### src/rtl/hazard_match_unit.sv
// hazard_match_unit: carries register numbers and control bits of each
// instruction through the Execute, Memory and Writeback stage registers and
// derives the register-match and PC-write status terms used by the hazard unit.
// Every output is combinational on the stage registers and the Decode inputs,
// so the hazard unit sees them in the same cycle it acts on them.
module hazard_match_unit #(
  parameter int REG_W  = 4,
  parameter int PC_REG = 15
) (
  input  logic             clk,
  input  logic             reset,
  input  logic [REG_W-1:0] RA1D,
  input  logic [REG_W-1:0] RA2D,
  input  logic [REG_W-1:0] WA3D,
  input  logic             RegWriteD,
  input  logic             MemtoRegD,
  input  logic             PCSrcD,
  input  logic             FlushE,
  output logic             Match_1E_M,
  output logic             Match_1E_W,
  output logic             Match_2E_M,
  output logic             Match_2E_W,
  output logic             Match_12D_E,
  output logic             RegWriteM,
  output logic             RegWriteW,
  output logic             MemtoRegE,
  output logic             PCWrPendingF,
  output logic             PCSrcW
);

  // The PC register number is never a forwarding source or target.
  localparam logic [REG_W-1:0] PcAddr = REG_W'(PC_REG);

  // Execute stage state
  logic             eValid;
  logic [REG_W-1:0] eRa1;
  logic [REG_W-1:0] eRa2;
  logic [REG_W-1:0] eWa3;
  logic             eRegWrite;
  logic             eMemtoReg;
  logic             ePcSrc;

  // Memory stage state (source numbers are no longer needed here). The load
  // flag is only consumed while the producer sits in Execute, so it is not
  // carried beyond that stage.
  logic             mValid;
  logic [REG_W-1:0] mWa3;
  logic             mRegWrite;
  logic             mPcSrc;

  // Writeback stage state
  logic             wValid;
  logic [REG_W-1:0] wWa3;
  logic             wRegWrite;
  logic             wPcSrc;

  // Execute register: a flush inserts an all-zero bubble, otherwise capture Decode.
  always_ff @(posedge clk or negedge reset) begin
    if (!reset) begin
      eValid    <= 1'b0;
      eRa1      <= '0;
      eRa2      <= '0;
      eWa3      <= '0;
      eRegWrite <= 1'b0;
      eMemtoReg <= 1'b0;
      ePcSrc    <= 1'b0;
    end else if (FlushE) begin
      eValid    <= 1'b0;
      eRa1      <= '0;
      eRa2      <= '0;
      eWa3      <= '0;
      eRegWrite <= 1'b0;
      eMemtoReg <= 1'b0;
      ePcSrc    <= 1'b0;
    end else begin
      eValid    <= 1'b1;
      eRa1      <= RA1D;
      eRa2      <= RA2D;
      eWa3      <= WA3D;
      eRegWrite <= RegWriteD;
      eMemtoReg <= MemtoRegD;
      ePcSrc    <= PCSrcD;
    end
  end

  // Memory register: follows Execute every edge; bubbles travel as valid=0.
  always_ff @(posedge clk or negedge reset) begin
    if (!reset) begin
      mValid    <= 1'b0;
      mWa3      <= '0;
      mRegWrite <= 1'b0;
      mPcSrc    <= 1'b0;
    end else begin
      mValid    <= eValid;
      mWa3      <= eWa3;
      mRegWrite <= eRegWrite;
      mPcSrc    <= ePcSrc;
    end
  end

  // Writeback register: follows Memory every edge.
  always_ff @(posedge clk or negedge reset) begin
    if (!reset) begin
      wValid    <= 1'b0;
      wWa3      <= '0;
      wRegWrite <= 1'b0;
      wPcSrc    <= 1'b0;
    end else begin
      wValid    <= mValid;
      wWa3      <= mWa3;
      wRegWrite <= mRegWrite;
      wPcSrc    <= mPcSrc;
    end
  end

  // Per-source qualifiers: a source equal to the PC never matches anything.
  logic src1ENotPc;
  logic src2ENotPc;
  logic src1DNotPc;
  logic src2DNotPc;
  logic prodM;
  logic prodW;
  logic prodE;

  assign src1ENotPc = (eRa1 != PcAddr);
  assign src2ENotPc = (eRa2 != PcAddr);
  assign src1DNotPc = (RA1D != PcAddr);
  assign src2DNotPc = (RA2D != PcAddr);

  // A stage can only be a forwarding producer when it holds a real register write.
  assign prodM = eValid & mValid & mRegWrite;
  assign prodW = eValid & wValid & wRegWrite;
  assign prodE = eValid & eRegWrite;

  // Execute-stage forwarding matches against Memory and Writeback destinations.
  assign Match_1E_M = prodM & (eRa1 == mWa3) & src1ENotPc;
  assign Match_1E_W = prodW & (eRa1 == wWa3) & src1ENotPc;
  assign Match_2E_M = prodM & (eRa2 == mWa3) & src2ENotPc;
  assign Match_2E_W = prodW & (eRa2 == wWa3) & src2ENotPc;

  // Load-use check: either Decode source depends on the instruction in Execute.
  assign Match_12D_E = prodE & (((RA1D == eWa3) & src1DNotPc) |
                                ((RA2D == eWa3) & src2DNotPc));

  // Stage control bits; invalid stages always hold zeros here.
  assign RegWriteM = mRegWrite;
  assign RegWriteW = wRegWrite;
  assign MemtoRegE = eMemtoReg;

  // A PC write anywhere ahead of Writeback keeps fetch waiting.
  assign PCWrPendingF = PCSrcD | ePcSrc | mPcSrc;
  assign PCSrcW       = wPcSrc;

endmodule

### config.mk
export PLATFORM = sky130hd
export DESIGN_NAME = hazard_match_unit
export DESIGN_NICKNAME = d
export VERILOG_FILES = /design/src/rtl/hazard_match_unit.sv
export SDC_FILE = /design/constraint.sdc
export NUM_CORES = 1
export LEC_CHECK = 0
export ABC_CLOCK_PERIOD_IN_PS = 2000
export BUFFER_PORTS_ARGS = -buffer_cell sky130_fd_sc_hd__buf_2
export CORE_ASPECT_RATIO = 0.75
export CORE_UTILIZATION = 50
export DETAILED_ROUTE_END_ITERATION = 8
export GPL_ROUTABILITY_DRIVEN = 0
export PLACE_DENSITY = 0.75
export SETUP_SLACK_MARGIN = 0.1
export SLEW_MARGIN = 20
export SYNTH_ARGS = -nofsm -noshare
export SYNTH_HDL_FRONTEND = slang
export SYNTH_SLANG_ARGS = --single-unit
### constraint.sdc
create_clock -name clk -period 2 [get_ports clk]
set_clock_uncertainty 0.1 [all_clocks]
set_input_delay 0.5 -clock clk [delete_from_list [all_inputs] [get_ports clk]]
set_output_delay 0.5 -clock clk [all_outputs]
set_load 0.02 [all_outputs]
Yosys cells after proc, flatten, opt, wreduce, memory -nomap -nowiden:

Index checks and enable logic that the tools add are counted.
W data, S select, Z words.

* bits in registers: 30
* input bits: 18
* output and inout bits: 10
* word-level logic and storage cells: 51

* eq/ne operators: 10
* mux-type cells: 7
* bitwise gates (word level): 19

Operators with widths (number)
* $eq A4 B4 Y1: 6
* $and A1 B1 Y1: 16
* $ne A4 B4 Y1 const B: 4
* $mux W4: 3
* $mux W1: 4
* $or A1 B1 Y1: 3

Depth between registers and ports, before layout:

* word-level depth: 4
* gate-level depth with buffers: 3
* gate-level depth less buffers: 3

Least setup slack after synthesis:

OpenSTA, ideal clock, no wires.

* path type: register to output
* start: register eRa1[2]
* end: output port Match_1E_M
* arrival: 1.824 ns
* data required time: 1.400 ns
* slack: -0.424 ns
* stages on the path, launching flop included: 3
* path buffers: 0
* path through: dfrtp_1 -> or2_2 -> a2111oi_0

* word-level cells in the longest chain between the ends: 3
* elaborated cells between the ends (all ways): 4
* those cells by class: eq/ne (2); bitwise (2)

RTL lines
* start: declaration: RTL line 36 `logic [REG_W-1:0] eRa1;`
* start signal: assignment: RTL line 61 `eRa1 <= '0;`
* start signal: assignment: RTL line 69 `eRa1 <= '0;`
* start signal: assignment: RTL line 77 `eRa1 <= RA1D;`
* $eq A4 B4 Y1: RTL line 136 `assign Match_1E_M = prodM & (eRa1 == mWa3) & src1ENotPc;`
* $and A1 B1 Y1: RTL line 136
* $and A1 B1 Y1 (*): RTL line 136
* end: declaration: RTL line 19 `output logic Match_1E_M,`

Every way passes the cells marked *; elsewhere a longest branch is shown, timed or not.

Worst setup path after layout:

* start: register eWa3[0]
* end: output port Match_12D_E

* word-level cells in the longest chain between the ends: 4
* elaborated cells between the ends (all ways): 6
* those cells by class: eq/ne (2); bitwise (4)

RTL lines
* start: declaration: RTL line 38 `logic [REG_W-1:0] eWa3;`
* start signal: assignment: RTL line 63 `eWa3 <= '0;`
* start signal: assignment: RTL line 71 `eWa3 <= '0;`
* start signal: assignment: RTL line 79 `eWa3 <= WA3D;`
* $eq A4 B4 Y1 (on tied branches): RTL line 142, 143
* $and A1 B1 Y1 (on tied branches): RTL line 142, 143
* $or A1 B1 Y1 (*): RTL line 142 `assign Match_12D_E = prodE & (((RA1D == eWa3) & src1DNotPc) |`
* $and A1 B1 Y1 (*): RTL line 142
* end: declaration: RTL line 23 `output logic Match_12D_E,`

Marked as above.

==> summary.md <==
| Metric | Value |
|---|---|
| H-tree Lvls | `2` |
| RR Startpoint | `eWa3[2]$_DFF_PN0_` |
| Sequential-to-total area share from yosys stat | `a little over three fifths` |
| Net Count, Synth | `~120` |
| Pin count of the biggest net entering global routing | `31` |
| Skew-Pair Late Insertion Delay | `0.32 ns` |
| Synth area leaders | `dfrtp_1 (63%), xor2_1 (8.8%), nor2b_1 (7.8%)` |
| Crit. Startpoint | `eWa3[0]$_DFF_PN0_` |
| Die W | `58.57 um` |
| Avg Inst Size Synth | `12.37 um2` |
| Final Hold Fails | `0` |
| Slew headroom | `58.31%` |
| Status | `complete, but fails checks` |
| Failing checks | `setup timing` |
| Share of flip-flops with an asynchronous set or reset | `100.0%` |
| Final layout net count | `165` |
| Lkg Pwr | `0.7922 nW` |
| Post-Place Setup Slack | `-0.2245 ns` |
| Final ANT Viol Nets | `0` |
| Placed inst area | `1481 um2` |
| Adder-cell area share of the yosys netlist | `0%` |
| Wirelength, routed | `2478 um` |
| I/O Buffers | `27` |
| Simple-gate share of the synthesized area | `19.40%` |
| Total I/O pin count | `28` |
| Critical Path End Type | `output port` |
| Top cell type's share of synthesized area | `between 60% and 70%` |
| Die height | `44.43 um` |
| RSZ-0062 raised after global routing | `true` |
| # clock sinks | `30` |
| Core Region | `2137 um2` |
| Layout cells sized above 1 | `44.59%` |
| Final period utilization | `117.3%` |
| Mapped cell area | `1200 um2` |
| WP data arrival | `1.75 ns` |
| Mux contribution to synthesized area | `0%` |
| Power Density | `roughly 700 nW/um2` |
| Max VDD drop | `0.5072 mV` |
| DRT iter0 DRCs | `10` |
| Area Overhead vs Synth | `39.73%` |
| Post-synth EDFFs | `0` |
| DRC | `0` |
| Critical Path RT | `1.40 ns` |
| Cts hold-fix bufs | `0` |
| Vias in the first global route | `940` |
| Grt total ovfl | `0` |
| Die ar. | `2602 um2` |
| Post-synthesis compound-gate area fraction | `2.086%` |
| Clock transition at path regs | `0.09 ns` |
| Yosys cell types | `19` |
| Top-count cell post-synth | `dfrtp_1` |
| Number of inserted diodes | `0` |
| Num rows | `14` |
| Max Slew Vio Count | `0` |
| Inserted Clock Buffers | `5` |
| Fin crit period | `2.346 ns` |
| Starting density of the core | `56.15%` |
| CTS tree | `yes` |
| DR pass1 iterations | `4` |
| Worst reg-to-reg path cell count | `2` |
| DR vias | `872` |
| Yosys top cell by area | `dfrtp_1` |
| Gate count of the mapped netlist | `97` |
| Worst-Margin Slew | `0.6254 ns` |
| Global Route Usage Sum | `around a quarter` |
| First-pass GRT wire length | `4140 um` |
| Detail Placement HPWL | `between 1500 and 2000 um` |
| Internal reg-to-reg setup slack | `1.11 ns` |
| Max cap viols | `0` |
| #FFs+latches synth | `30` |
| Top cells by count, synth | `dfrtp_1 (30), nor2b_1 (15), xor2_1 (12)` |
| Hold Crit Class | `input port to asynchronous set/reset pin` |
| Hold_ws | `0.08412 ns` |
| Wirelength per Cell | `around 14 um` |
| XOR/XNOR Fraction of Synth Area | `15.33%` |
| Via/cell ratio | `4.844` |
| Worst reg2reg endpoint | `mWa3[2]$_DFF_PN0_` |
| CP max FO | `3` |
| Setup crit start kind | `flop` |
| Post-route cell area | `~1700 um2` |
| Root Driver | `clkbuf_4` |
| Final setup vio count | `5` |
| Initial antenna violation count | `0` |
| Final worst slack | `-0.3457 ns` |
| Synth Flop Type | `dfrtp_1` |
| Largest family of logic cells by synthesized area | `simple AND/OR/NAND/NOR gates` |
| Worst setup path category | `flop to output port` |
| Fmax | `0.4263 GHz` |
| Clk buf depth | `2` |
| Yosys warnings | `0` |
[what timing repair did]
action / CTS / global route
cloned: 0 / 0
resized for setup: 11 / 7
pin swaps: 7 / 5
buffers inserted: 6 / 2
endpoints found under the setup margin: 5 / 5
[logic make-up (layout without fill, tap and decap cells)]
family          after synthesis  after routing
xor+xnor                     21             21
buf+inv                       2             53
compound gates                4              4
simple gates                 40             40
flops                        30             30
[metal layers]
layer | track usage, % | part of all wire [%] | vias to the layer above
li1 | - | - | 424
met1 | 28.32 | 42 | 408
met2 | 36.09 | 50 | 32
met3 | 8.187 | 4.8 | 8
met4 | 14.76 | 2.8 | 0
met5 | 0 | 0 | -
[how the worst max path moves through the flow]
| stage | end | depth (start not counted) |
|---|---|---|
| final | Match_12D_E | 4 |
| after global routing | Match_12D_E | 4 |
| after CTS | Match_12D_E | 4 |
| after detailed placement | Match_12D_E | 5 |
| after global placement | Match_12D_E | 5 |
| after floorplan | Match_12D_E | 3 |
[registers in the layout, summed over array words and instances, names as in the netlist, 4 cells and up]
signal	flops
eRa1	4
eRa2	4
eWa3	4
mWa3	4
wWa3	4
[report_power, final]
part	switching, mW	total, mW	internal [mW]
Clock	0.196	0.366	0.170
Combinational	0.0797	0.161	0.0810
Sequential	0.0302	0.667	0.637
[placed cells by master (no fill, tap or decap), types with 3 or more instances in the layout]
| cell | instances |
|---|---|
| dfrtp_1 | 28 |
| buf_2 | 22 |
| buf_4 | 19 |
| nor2b_1 | 15 |
| xor2_1 | 11 |
| xnor2_1 | 8 |
| clkbuf_4 | 5 |
| nand4_1 | 4 |
| nand2_1 | 4 |
| nand3_2 | 3 |
| nand3_1 | 3 |
| buf_6 | 3 |
[worst max-delay path: stages (launching register included)]
cell and delay [ns]:
dfrtp_1 0.43, xor2_1 0.15, or4_4 0.52, o22ai_4 0.18, buf_6 0.14
[through the flow]
stage                     TNS [ns]  std cells  utilization (%)  total power [mW]
after floorplan                  0         97                -            0.7458
after global placement     -0.2232        164            69.32            0.8087
after detailed placement   -0.2245        164            69.32            0.8156
after CTS                  -0.6487        178            76.58             1.198
after global routing        -1.065        180            78.45             1.257
final                      -0.5960        180            78.45             1.194
[layout make-up]
type,count,area [um2]
flip-flops and latches,30,753.2
inverters,1,3.754
clock buffers,7,55.05
repair buffers,44,286.5
fillers,142,460.4
multi-input cells,65,533.0
clock inverters,1,5.005
well taps,32,40.04
Note: power is estimated with default switching activity, not from simulation.
